**src/rtl/rv_defs.sv**
```systemverilog
// Shared RISC-V definitions: major opcode constants and the ROB entry layout.
package rv_defs;

  // 7-bit major opcodes used to classify instructions held in the ROB.
  typedef enum logic [6:0] {
    OP_LOAD   = 7'b0000011,
    OP_STORE  = 7'b0100011,
    OP_BRANCH = 7'b1100011,
    OP_JAL    = 7'b1101111,
    OP_JALR   = 7'b1100111
  } rv_opcode_e;

  // Payload kept per ROB entry. Busy/done flags live in separate vectors
  // so that they can be reset while the payload storage stays a plain RAM.
  typedef struct packed {
    logic        is_store;
    logic [4:0]  rd;
    logic [31:0] value;
    logic        mispredict;
    logic [31:0] target;
  } rob_entry_t;

  // True when the low 7 bits of a {funct3,opcode} field are a store.
  function automatic logic is_store_op(input logic [16:0] opcode);
    return opcode[6:0] == OP_STORE;
  endfunction

endpackage

```
**src/rtl/rob_ptr_ctrl.sv**
```systemverilog
// Head/tail/count bookkeeping for the reorder buffer circular queue.
// Pointers wrap modulo ROB_DEPTH; a flush returns everything to zero.
module rob_ptr_ctrl #(
  parameter int ROB_DEPTH = 16,
  parameter int TAG_W     = 4
) (
  input  logic             clk_in,
  input  logic             rst_in,
  input  logic             rdy_in,
  input  logic             issue_in,
  input  logic             commit_in,
  input  logic             flush_in,
  output logic [TAG_W-1:0] head_out,
  output logic [TAG_W-1:0] tail_out,
  output logic [TAG_W:0]   count_out,
  output logic             ready_out,
  output logic             empty_out
);

  localparam logic [TAG_W:0] DEPTH_C = (TAG_W+1)'(ROB_DEPTH);

  logic [TAG_W-1:0] head_q;
  logic [TAG_W-1:0] tail_q;
  logic [TAG_W:0]   count_q;

  // Pointer and occupancy registers; all hold while rdy_in is low.
  always_ff @(posedge clk_in or negedge rst_in) begin
    if (!rst_in) begin
      head_q  <= '0;
      tail_q  <= '0;
      count_q <= '0;
    end else if (rdy_in) begin
      if (flush_in) begin
        head_q  <= '0;
        tail_q  <= '0;
        count_q <= '0;
      end else begin
        if (issue_in)  tail_q <= tail_q + TAG_W'(1);
        if (commit_in) head_q <= head_q + TAG_W'(1);
        unique case ({issue_in, commit_in})
          2'b10:   count_q <= count_q + (TAG_W+1)'(1);
          2'b01:   count_q <= count_q - (TAG_W+1)'(1);
          default: count_q <= count_q;
        endcase
      end
    end
  end

  // Occupancy status; ready only below full, so issue never bypasses a commit.
  always_comb begin
    ready_out = (count_q < DEPTH_C);
    empty_out = (count_q == '0);
  end

  assign head_out  = head_q;
  assign tail_out  = tail_q;
  assign count_out = count_q;

endmodule

```
**src/rtl/reorder_buffer.sv**
```systemverilog
// In-order retirement buffer: allocates entries at issue, collects
// out-of-order writebacks, commits the head entry in order and flushes the
// whole buffer when the head resolves as a mispredicted control transfer.
// Optional feature macro: ROB_OPERAND_QUERY_EN adds two combinational
// operand query ports (q1/q2) with same-cycle writeback bypass.
//
// Handshake: an issue transfers on a rising edge where issue_valid_in and
// issue_ready_out are both high, rdy_in is high and no flush is decided in
// that cycle; issue_tag_out names the entry being allocated. Writeback and
// commit are valid-only (no back-pressure).
module reorder_buffer
  import rv_defs::*;
#(
  parameter int ROB_DEPTH = 16,
  parameter int TAG_W     = 4
) (
  input  logic             clk_in,
  input  logic             rst_in,
  input  logic             rdy_in,
  input  logic             issue_valid_in,
  input  logic [16:0]      issue_opcode_in,
  input  logic [4:0]       issue_rd_in,
  input  logic [31:0]      issue_pc_in,
  output logic             issue_ready_out,
  output logic [TAG_W-1:0] issue_tag_out,
  input  logic             wb_valid_in,
  input  logic [TAG_W-1:0] wb_tag_in,
  input  logic [31:0]      wb_value_in,
  input  logic             wb_mispredict_in,
  input  logic [31:0]      wb_target_in,
  output logic             commit_valid_out,
  output logic [TAG_W-1:0] commit_tag_out,
  output logic [4:0]       commit_rd_out,
  output logic [31:0]      commit_value_out,
  output logic             commit_is_store_out,
  output logic             flush_out,
  output logic [31:0]      flush_pc_out,
`ifdef ROB_OPERAND_QUERY_EN
  input  logic [TAG_W-1:0] q1_tag_in,
  output logic             q1_ready_out,
  output logic [31:0]      q1_value_out,
  input  logic [TAG_W-1:0] q2_tag_in,
  output logic             q2_ready_out,
  output logic [31:0]      q2_value_out,
`endif
  output logic             rob_empty_out,
  output logic [TAG_W:0]   rob_count_out
);

  rob_entry_t           entries [ROB_DEPTH];
  logic [ROB_DEPTH-1:0] busy_q;
  logic [ROB_DEPTH-1:0] done_q;

  logic [TAG_W-1:0] head;
  logic [TAG_W-1:0] tail;
  rob_entry_t       head_e;
  logic             head_ready;
  logic             wb_hit;
  logic             do_issue;
  logic             do_commit;
  logic             do_flush;

  // The issue PC and funct3 bits are not needed for retirement.
  logic unused_issue_bits;
  assign unused_issue_bits = ^{issue_pc_in, issue_opcode_in[16:7]};

  rob_ptr_ctrl #(
    .ROB_DEPTH (ROB_DEPTH),
    .TAG_W     (TAG_W)
  ) u_ptr (
    .clk_in    (clk_in),
    .rst_in    (rst_in),
    .rdy_in    (rdy_in),
    .issue_in  (do_issue),
    .commit_in (do_commit),
    .flush_in  (do_flush),
    .head_out  (head),
    .tail_out  (tail),
    .count_out (rob_count_out),
    .ready_out (issue_ready_out),
    .empty_out (rob_empty_out)
  );

  assign issue_tag_out = tail;

  // Retirement decision from registered flags only, so a writeback reaches
  // commit no earlier than the following edge.
  always_comb begin
    head_e     = entries[head];
    head_ready = busy_q[head] && done_q[head];
    wb_hit     = wb_valid_in && busy_q[wb_tag_in];
    do_flush   = head_ready && head_e.mispredict;
    do_commit  = head_ready && !head_e.mispredict;
    do_issue   = issue_valid_in && issue_ready_out && !do_flush;
  end

  // Entry payload RAM: issue fills the static fields, writeback the results.
  always_ff @(posedge clk_in) begin
    if (rdy_in) begin
      if (do_issue) begin
        entries[tail].is_store <= is_store_op(issue_opcode_in);
        entries[tail].rd       <= issue_rd_in;
      end
      if (wb_hit) begin
        entries[wb_tag_in].value      <= wb_value_in;
        entries[wb_tag_in].mispredict <= wb_mispredict_in;
        entries[wb_tag_in].target     <= wb_target_in;
      end
    end
  end

  // Busy/done flags; a flush wipes all in-flight entries.
  always_ff @(posedge clk_in or negedge rst_in) begin
    if (!rst_in) begin
      busy_q <= '0;
      done_q <= '0;
    end else if (rdy_in) begin
      if (do_flush) begin
        busy_q <= '0;
        done_q <= '0;
      end else begin
        if (wb_hit) done_q[wb_tag_in] <= 1'b1;
        if (do_issue) begin
          busy_q[tail] <= 1'b1;
          done_q[tail] <= 1'b0;
        end
        if (do_commit) begin
          busy_q[head] <= 1'b0;
          done_q[head] <= 1'b0;
        end
      end
    end
  end

  // Registered commit and flush outputs, one cycle after the decision.
  always_ff @(posedge clk_in or negedge rst_in) begin
    if (!rst_in) begin
      commit_valid_out    <= 1'b0;
      commit_tag_out      <= '0;
      commit_rd_out       <= '0;
      commit_value_out    <= '0;
      commit_is_store_out <= 1'b0;
      flush_out           <= 1'b0;
      flush_pc_out        <= '0;
    end else if (rdy_in) begin
      commit_valid_out <= do_commit;
      flush_out        <= do_flush;
      if (do_commit) begin
        commit_tag_out      <= head;
        commit_rd_out       <= head_e.rd;
        commit_value_out    <= head_e.value;
        commit_is_store_out <= head_e.is_store;
      end
      if (do_flush) flush_pc_out <= head_e.target;
    end
  end

`ifdef ROB_OPERAND_QUERY_EN
  logic wb_fire;
  assign wb_fire = wb_hit && rdy_in;

  // Operand lookup with bypass of a writeback landing this cycle.
  always_comb begin
    q1_ready_out = done_q[q1_tag_in];
    q1_value_out = entries[q1_tag_in].value;
    q2_ready_out = done_q[q2_tag_in];
    q2_value_out = entries[q2_tag_in].value;
    if (wb_fire && (wb_tag_in == q1_tag_in)) begin
      q1_ready_out = 1'b1;
      q1_value_out = wb_value_in;
    end
    if (wb_fire && (wb_tag_in == q2_tag_in)) begin
      q2_ready_out = 1'b1;
      q2_value_out = wb_value_in;
    end
  end
`endif

endmodule

```
**config.mk**
```make
export PLATFORM = sky130hd
export DESIGN_NAME = reorder_buffer
export DESIGN_NICKNAME = d
export VERILOG_FILES = /design/src/rtl/rv_defs.sv /design/src/rtl/rob_ptr_ctrl.sv /design/src/rtl/reorder_buffer.sv
export SDC_FILE = /design/constraint.sdc
export NUM_CORES = 1
export LEC_CHECK = 0
export ABC_CLOCK_PERIOD_IN_PS = 6700
export CORE_MARGIN = 1
export CORE_UTILIZATION = 40
export DETAILED_ROUTE_END_ITERATION = 10
export GPL_TIMING_DRIVEN = 1
export HOLD_SLACK_MARGIN = 0.15
export SETUP_SLACK_MARGIN = 0.5
export SYNTH_ARGS = -nofsm -noshare
export SYNTH_HDL_FRONTEND = slang
export SYNTH_SLANG_ARGS = --single-unit
```
**constraint.sdc**
```tcl
create_clock -name clk_in -period 6.7 [get_ports clk_in]
set_input_delay 0.67 -clock clk_in [delete_from_list [all_inputs] [get_ports clk_in]]
set_output_delay 0.67 -clock clk_in [all_outputs]
set_load 0.05 [all_outputs]
```
# ---- Word level (Yosys, flattened, before mapping)
# Memory sizes are Yosys's and may differ from the RTL's.
# Cells that the tools add are included.
dict set report word_totals {
  reg_bits 121
  ram_bits 1136
  output_inout_bits 87
  n_memories 1
}
dict set report classes {
  addsub 4
  order_cmp 7
  eq_ne 3
  n_mux 37
  bitwise_logic 7
  n_reduce_logical 20
}
# name words width rd rd_clocked_by_memory_dff write_ports line
set mem_list {}
lappend mem_list {entries 16 71 1 0 2 reorder_buffer.sv:50} ;# rob_entry_t entries [ROB_DEPTH];
# cell count
set ops {}
lappend ops {{16-bit 2-to-1 mux} 13}
lappend ops {{16-bit bitwise AND} 3}
lappend ops {{16-bit NOT} 2}
lappend ops {{16-bit bitwise OR} 2}
lappend ops {{4-bit 2-to-1 mux} 4}
lappend ops {{4-bit by 5-bit less-than comparator with 1-bit output, second input constant} 3}
lappend ops {{1-bit binary-select mux with 4-bit select} 3}
lappend ops {{1-bit demux with 4-bit select} 3}
lappend ops {{4-bit by 1-bit greater-or-equal comparator with 1-bit output, second input constant} 3}
lappend ops {{1-bit 2-to-1 mux} 12}
lappend ops {{5-bit one-hot mux with 2 select lines} 1}
lappend ops {{2-bit AND reduction} 5}
lappend ops {{1-bit logical AND} 9}
lappend ops {{4-bit by 1-bit adder with 4-bit output, second input constant} 2}
lappend ops {{7-bit by 6-bit == test with 1-bit output, second input constant} 1}
lappend ops {{5-bit by 1-bit adder with 5-bit output, second input constant} 1}
lappend ops {{5-bit logical NOT} 1}
lappend ops {{5-bit less-than comparator, second input constant} 1}
lappend ops {{5-bit 2-to-1 mux} 1}
lappend ops {{5-bit by 1-bit subtractor with 5-bit output, second input constant} 1}
lappend ops {{2-bit nonzero test} 2}
lappend ops {{3-bit nonzero test} 1}
lappend ops {{2-bit by 1-bit == test with 1-bit output, second input constant} 1}
lappend ops {{2-bit == test, second input constant} 1}
lappend ops {{1-bit logical NOT} 2}

# ---- Depth between registers and ports, before layout
# Gate-level depths: netlist (run 1).
dict set report depth {
  word_depth 15
  ltp_mapped 13
}

# ---- Modules after synthesis
# Synthesis (run 1) repeated with hierarchy kept, for this count alone.
dict set report unflattened {
  cells_unflattened 2091
  area_unflattened_um2 48559.1
}
# mod n_inst cells_per_inst area_per_inst_um2 seq_area_each_um2
set modules_own_cells {}
lappend modules_own_cells {reorder_buffer 1 1997 47707.0 36815.3}
lappend modules_own_cells {rob_ptr_ctrl 1 94 852.1 325.3}

# ---- Worst setup path before layout (run 1)
# OpenSTA, ideal clock, no wires.
dict set report synth_timing {
  kind {in2reg}
  startpoint {input port wb_tag_in[0]}
  endpoint {memory entries[13][0] in the netlist's numbering (enable)}
  setup_ps 489
  arrival_ps 4624
  required_time_ps 6211
  path_slack_ps 1588
  path_stages 6
  path_buffers 1
  cell_sequence {clkbuf_1 -> mux4_2 -> mux4_2 -> nand2b_1 -> or2_2 -> nor2_1}
}
# item line
set synth_rtl {}
lappend synth_rtl {{start, declared} reorder_buffer.sv:27} ;# input logic [TAG_W-1:0] wb_tag_in,
lappend synth_rtl {{end, declared} reorder_buffer.sv:50}

# ---- Worst setup path in the final report (run 1)
dict set report layout_timing {
  startpoint {register u_ptr.head_q[1] (netlist: u_ptr.head_out[1])}
  endpoint {register commit_value_out[4]}
}
dict set report layout_between {
  elab_chain_len 5
  word_cells_on_any_way 9
  classes_between {mux: 4; reduce/logical: 4; memory: 1}
}
# item line
set layout_lines {}
lappend layout_lines {{start, declared} rob_ptr_ctrl.sv:22} ;# logic [TAG_W-1:0] head_q;
lappend layout_lines {{start signal, assigned} rob_ptr_ctrl.sv:39} ;# if (commit_in) head_q <= head_q + TAG_W'(1);
lappend layout_lines {{1-bit binary-select mux with 4-bit select} reorder_buffer.sv:90} ;# head_ready = busy_q[head] && done_q[head];
lappend layout_lines {{1-bit 2-to-1 mux (not written as such)} reorder_buffer.sv:90}
lappend layout_lines {{1-bit logical AND} reorder_buffer.sv:90}
lappend layout_lines {{1-bit logical AND} reorder_buffer.sv:93} ;# do_commit = head_ready && !head_e.mispredict;
lappend layout_lines {{2-bit AND reduction (no line)} -}
lappend layout_lines {{end signal, assigned} reorder_buffer.sv:151} ;# commit_value_out <= head_e.value;
lappend layout_lines {{end, declared} reorder_buffer.sv:34} ;# output logic [31:0] commit_value_out,
# Several ways; a longest one is shown, not always the timed one. The select of a mux whose other input is x is not followed.
# A chain may end at the register's enable or synchronous reset.

==> results of run 1 <==
-- layer usage --
layer	up-vias	global-route usage	part of all wire	wire [um]
li1	9261	-	-	-
met1	12020	0.2460	0.42	45830
met2	625	0.3071	0.50	55540
met3	141	0.03912	0.064	7064
met4	20	0.04529	0.017	1862
met5	-	0	0.0011	121
-- stage by stage --
step	std cells	hold slack (ns)	util	setup slack [ns]	area, um2
floorplan	2066	0.3744	-	1.588	48190
global placement	3775	0.4675	0.4390	2.002	52120
detailed placement	3775	0.4797	0.4390	1.982	52120
CTS	4001	0.4939	0.4713	2.357	55950
global route	4002	0.5090	0.4713	2.129	55950
finish	4004	0.4861	0.4714	2.522	55960
-- power by group --
part / total [uW] / switching, uW / internal [uW]
clock network: 6570 / 2880 / 3680
registers: 9100 / 325 / 8780
logic: 4490 / 2210 / 2280
total: 20200 / 5420 / 14700
-- final timing paths --
kind,cells after the start,startpoint,endpoint,slack (ns)
max in group asynchronous,3,rst_in,busy_q[14],4.95
hold / removal,1,commit_rd_out[2],commit_rd_out[2],0.49
setup / recovery,5,u_ptr.head_out[1],commit_value_out[4],2.52
min in group asynchronous,2,rst_in,u_ptr.count_out[1],0.50
hold reg to reg,1,commit_rd_out[2],commit_rd_out[2],0.49
setup reg to reg,5,u_ptr.head_out[1],commit_value_out[4],2.52
-- final cells by class --
class                           count  area, um2
Antenna cell                        3      7.507
Clock buffer                      151       3148
Clock inverter                     74      675.6
Fill cell                        9609      62750
Inverter                           12      45.04
Multi-Input combinational cell    689      10720
Sequential cell                  1257      37160
Tap cell                         1600       2002
Timing Repair Buffer              218       2208
-- logic make-up (layout without fill, tap and decap cells) --
group | after synthesis | after routing
xor gates and xnor gates | 1 | 1
AOI/OAI and AO/OA | 85 | 85
buffers and inverters | 120 | 455
adders and majority gates | 10 | 10
muxes | 445 | 445
DFF | 1257 | 1257
other | 0 | 3
and+or+nand+nor | 148 | 148
-- layout by cell type, fill, tap and decap left out, types with 4 or more instances in the layout --
cell             synthesis  final
and2_1                   4      4
clkinv_1                 1     26
nand3_1                 10     10
a2bb2oi_1                4      4
dfrtp_1                121    117
inv_1                   11     11
clkinv_2                 0     25
o22ai_1                  5      5
a22o_1                   4      4
clkdlybuf4s50_1          0    171
bufinv_16                0      9
dfrtp_4                  0      4
nand4_1                  5      5
nor3_1                  27     17
mux2_1                  23     23
ha_1                    10     10
a21oi_1                 26     26
clkbuf_1                63     27
clkinv_4                 0      4
o21ai_0                 13     13
clkbuf_16                0    119
mux2_2                  53     53
nor2_1                  50     34
o22a_1                  12     12
nor3_2                   1     11
buf_12                   0     11
buf_4                    1     34
mux4_2                 367    367
nand2_1                 29     29
a31oi_1                  6      6
or3_1                    5      4
clkbuf_8                 0      5
edfxtp_1              1136   1136
nor2_4                   0     16
-- what timing repair did --
action | CTS | global route
hold buffers | 1 | 0
endpoints found under the setup margin | 0 | 0
hold endpoints to repair | 43 | 0
-- flip-flops by register name, summed over array words and instances (netlist names) --
name                 cells
entries               1136
commit_value_out        32
flush_pc_out            32
busy_q                  16
done_q                  16
commit_rd_out            5
u_ptr.count_out          5
commit_tag_out           4
u_ptr.head_out           4
u_ptr.tail_out           4
commit_is_store_out      1
commit_valid_out         1
flush_out                1
==> run metrics, run 1 <==
Seq/Total Area, Yosys 0.7707; critical path buffer and inverter count 2; # Post-CTS Setup Buffers 0; startpoint types flop; Worst Path Required a little over 7 ns; Synth warnings 0; H-tree depth 3; count leader, synth edfxtp_1; number of synthesized flops with an enable pin 1136; Vias 22060; clock sinks between 1000 and 1500; TritonCTS Buffers roughly 120; synth-to-layout area growth 16.11%; ranking of synthesized cells by area edfxtp_1 (71%), mux4_2 (17%), dfrtp_1 (6.3%), mux2_2 (1.2%), mux2_1 (0.54%); PD cells around 360 nW/um2; complex-gate fraction of the synthesized area 0.01166; synth cell count leaders edfxtp_1 (1136), mux4_2 (367), dfrtp_1 (121), clkbuf_1 (63), mux2_2 (53); Leakage between 0.015 and 0.02 uW; worst-margin pin slew between 1 and 1.5 ns; RSZ-0062 raised after global routing false; Starting Density 0.4060; min Tclk post-route about 4.2 ns; final hold viol count 0; register bit total from synthesis about 1300; Worst IR Drop VDD 0.0002318 V; cell area after synthesis 48190 um2; synthesized area per cell 23.33 um2; slowest stage delay, CP between 0.9 and 1 ns; worst min path class reg2reg; clock root cell clkbuf_16; gpl congestion ~0.85; layout cell share with drive strength beyond 1 0.2811; CP Cell Sequence buf_4 > buf_4 > mux4_2 > mux4_2 > mux2_1; Cell Rows approximately 130; vias per cell ~5.5; area of the die approximately 120000 um2; initial antenna violation count 15; first-pass GRT wire length ~160 mm; clock skew a little under 0.03 ns; XOR/XNOR share of the synthesized area 0.0001817; # DRC 0; Setup Viol. Count Final 0; slowest stage cell on the critical path buf_4; WL/cell 27.58 um; largest family of logic cells by synthesized area multiplexers; CORE AREA 118700 um2; syn_nets between 2000 and 2500; Nets between 2000 and 2500; Achievable Freq roughly 0.24 GHz; max-cap viol count 0; clk_lat worst skew 0.71 ns; post-synth top area share 0.7078; Final period util 0.6236; Antenna Nets Post-Route 0; post-synthesis mux area share 0.1897; asr flop ratio synth 0.09626; IO Port Bufs approximately 170; die width approximately 350 um; cells after synthesis between 2000 and 2500; Post-Synth Adder-Cell Area 0.002596; PostCTS Resize Cnt 0; Tot GR Track Use 0.1839; largest net degree at the start of global routing ~100; most used flip-flop cell after synthesis edfxtp_1; Synth area leader edfxtp_1; final WL ~110 mm; total gr overflow 0; simple-gate share of the synthesized area 0.01469; Ports between 200 and 250; crit path kind reg2reg; Max Slew Vio Count 0; Clock transition at path regs 0.06 ns; vias in the first global route around 23000; Max Buffers Root-to-Sink 3; Setup TNS 0 ns; crit-path max FO 70; max_slew headroom 0.1711; Starting DRT DRC Count a little over 2000; router iterations before antenna repair 5; chip height between 300 and 400 um; CP top delay family buffers and inverters; number of unique standard cell types used by synthesis 50; CTS tree done; total power 20160 uW; hpwl dp approximately 58 mm; status finished, final reports clean; Arr. time, crit path 4.75 ns; Crit. End Element flop
Power figures use the tool's default switching activity.
==> run 2: changes to the inputs <==
--- a/config.mk
+++ b/config.mk
@@ -5,7 +5,7 @@
 export SDC_FILE = /design/constraint.sdc
 export NUM_CORES = 1
 export LEC_CHECK = 0
-export ABC_CLOCK_PERIOD_IN_PS = 6700
+export ABC_CLOCK_PERIOD_IN_PS = 4000
 export CORE_MARGIN = 1
 export CORE_UTILIZATION = 40
 export DETAILED_ROUTE_END_ITERATION = 10
==> constraint.sdc (replaced) <==
create_clock -name clk_in -period 4 [get_ports clk_in]
set_input_delay 0.4 -clock clk_in [delete_from_list [all_inputs] [get_ports clk_in]]
set_output_delay 0.4 -clock clk_in [all_outputs]
set_load 0.05 [all_outputs]
==> run 2 against run 1 <==
  * Sequential power grew 66%
  * Non-clock buffer count grew 28
  * Wire length shrank 1.9%
  * Clock skew shrank 0.00063 ns
  * Largest power group unchanged
==> run metrics, run 2 (same netlist as run 1, synthesis figures left out) <==
status finished, final reports clean; Worst Path Required 4.42 ns; clock root cell clkbuf_16; Cell Rows between 100 and 150; layout cell share with drive strength beyond 1 0.2924; # DRC 0; vias per cell around 5.5; IO Port Bufs about 170; final WL roughly 110 mm; Cells after DPL about 3800; CTS tree done; final hold viol count 0; PD cells roughly 620 nW/um2; synth-to-layout area growth 18.05%; slowest stage delay, CP 0.67 ns; Top reg by flops entries; Tot GR Track Use 0.1810; Setup TNS 0 ns; Ports about 220; Design Area, Final approximately 57000 um2; hpwl dp 58.57 mm; gpl congestion between 0.7 and 0.8; Nets 2477; Critical Path Most Common Cell buf_4; slowest stage cell on the critical path nor3_1; vias in the first global route 23640; Final period util 0.8170; Finished Layout Cells approximately 4100; Worst IR Drop VDD roughly 0.00050 V; clk_lat worst skew 0.73 ns; Max Slew Vio Count 0; RSZ-0062 raised after global routing false; most frequent cells in the layout edfxtp_1 (1136), mux4_2 (367), clkdlybuf4s50_1 (171); Arr. time, crit path 3.69 ns; leading cell type in the layout, fill and taps excluded edfxtp_1; Leakage between 0.015 and 0.02 uW; Clock transition at path regs about 0.06 ns; first-pass GRT wire length 160.4 mm; Antenna Nets Post-Route 0; max-cap viol count 0; Achievable Freq between 0.3 and 0.4 GHz; worst min path class in2async; crit-path max FO 16; router iterations before antenna repair 7; clock skew about 0.029 ns; max FFs per register between 1000 and 1500; CORE AREA roughly 120000 um2; Setup Viol. Count Final 0; r2r setup slk between 0.7 and 0.8 ns; area of the die between 100000 and 150000 um2; Starting Density 0.4060; total gr overflow 0; Max Buffers Root-to-Sink 3; placed cell area 52470 um2; WL/cell 26.74 um; clock sinks 1257; Largest regs entries: 1136 flops, commit_value_out: 32 flops, flush_pc_out: 32 flops; crit path kind reg2reg; die width roughly 350 um; startpoint types flop; Crit. End Element flop; Vias around 22000; worst-margin pin slew 1.192 ns; total power about 35000 uW; CP Cell Sequence buf_8 > mux4_2 > nand2_1 > and4_1 > nor3_2 > buf_4 > nor3_1 > buf_4; largest net degree at the start of global routing about 110; min Tclk post-route between 3 and 4 ns; TritonCTS Buffers ~130; H-tree depth 4; max_slew headroom 0.2035; chip height approximately 350 um; initial antenna violation count 18; Starting DRT DRC Count between 2000 and 2500
[run 2: cell types whose count changed in the layout (fill, tap and decap cells not counted), moves of 10 or more]
cell,change
buf_12,+16
buf_4,+11
clkbuf_16,+17
clkinv_1,-11
nor3_1,+10
nor3_2,-10
[run 2: final timing paths]
| kind | start | endpoint | depth (start not counted) |
|---|---|---|---|
| setup reg to reg | u_ptr.head_out[0] | entries[0][69] | 8 |
| max in group asynchronous | rst_in | flush_pc_out[22] | 3 |
| min in group clk_in | commit_tag_out[0] | commit_tag_out[0] | 1 |
| hold reg to reg | commit_tag_out[0] | commit_tag_out[0] | 1 |
| setup / recovery | u_ptr.head_out[0] | entries[0][69] | 8 |
| hold / removal | rst_in | commit_value_out[28] | 2 |
[run 2: what timing repair did]
item                                    CTS  global route
buffers inserted                          0             1
hold endpoints to repair                 66             0
hold buffers                              1             0
resized for setup                         0             1
endpoints found under the setup margin    0            19
[run 2: metal layers]
metal | track usage | part of all wire | up-vias
met4 | 0.04896 | 0.019 | 20
met2 | 0.2978 | 0.50 | 708
met3 | 0.04072 | 0.066 | 168
li1 | - | - | 9372
met1 | 0.2429 | 0.41 | 11920
met5 | 0 | 0.0010 | -
[run 2: worst max-delay path: cells and delay by family, from the launching register on]
family / cells / cell delay (ns)
buf+inv: 3 / 0.72
mux: 1 / 0.51
flops: 1 / 0.61
simple gates: 4 / 1.14
[run 2: stage by stage]
stage	worst slack, ns	hold WS, ns	util
after detailed placement	0.1330	0.4814	0.4420
after global routing	0.5736	0.3687	0.4792
after global placement	0.2078	0.4673	0.4420
after CTS	0.5031	0.3374	0.4790
final	0.7320	0.3388	0.4792
after floorplan	0.2200	0.1044	-
[run 2: area by class of cell]
cell class / count / area [um2]
flip-flops and latches: 1257 / 37160
clock buffers: 182 / 3686
inverters: 12 / 45.04
clock inverters: 63 / 698.2
fillers: 9532 / 61820
repair buffers: 246 / 2626
well taps: 1600 / 2002
multi-input cells: 689 / 10670
diodes: 3 / 7.507
[run 2: report_power, final]
| group | switching, uW | total, uW | internal (uW) |
|---|---|---|---|
| logic | 3930 | 7820 | 3900 |
| clock network | 4980 | 12300 | 7270 |
| registers | 416 | 15100 | 14700 |
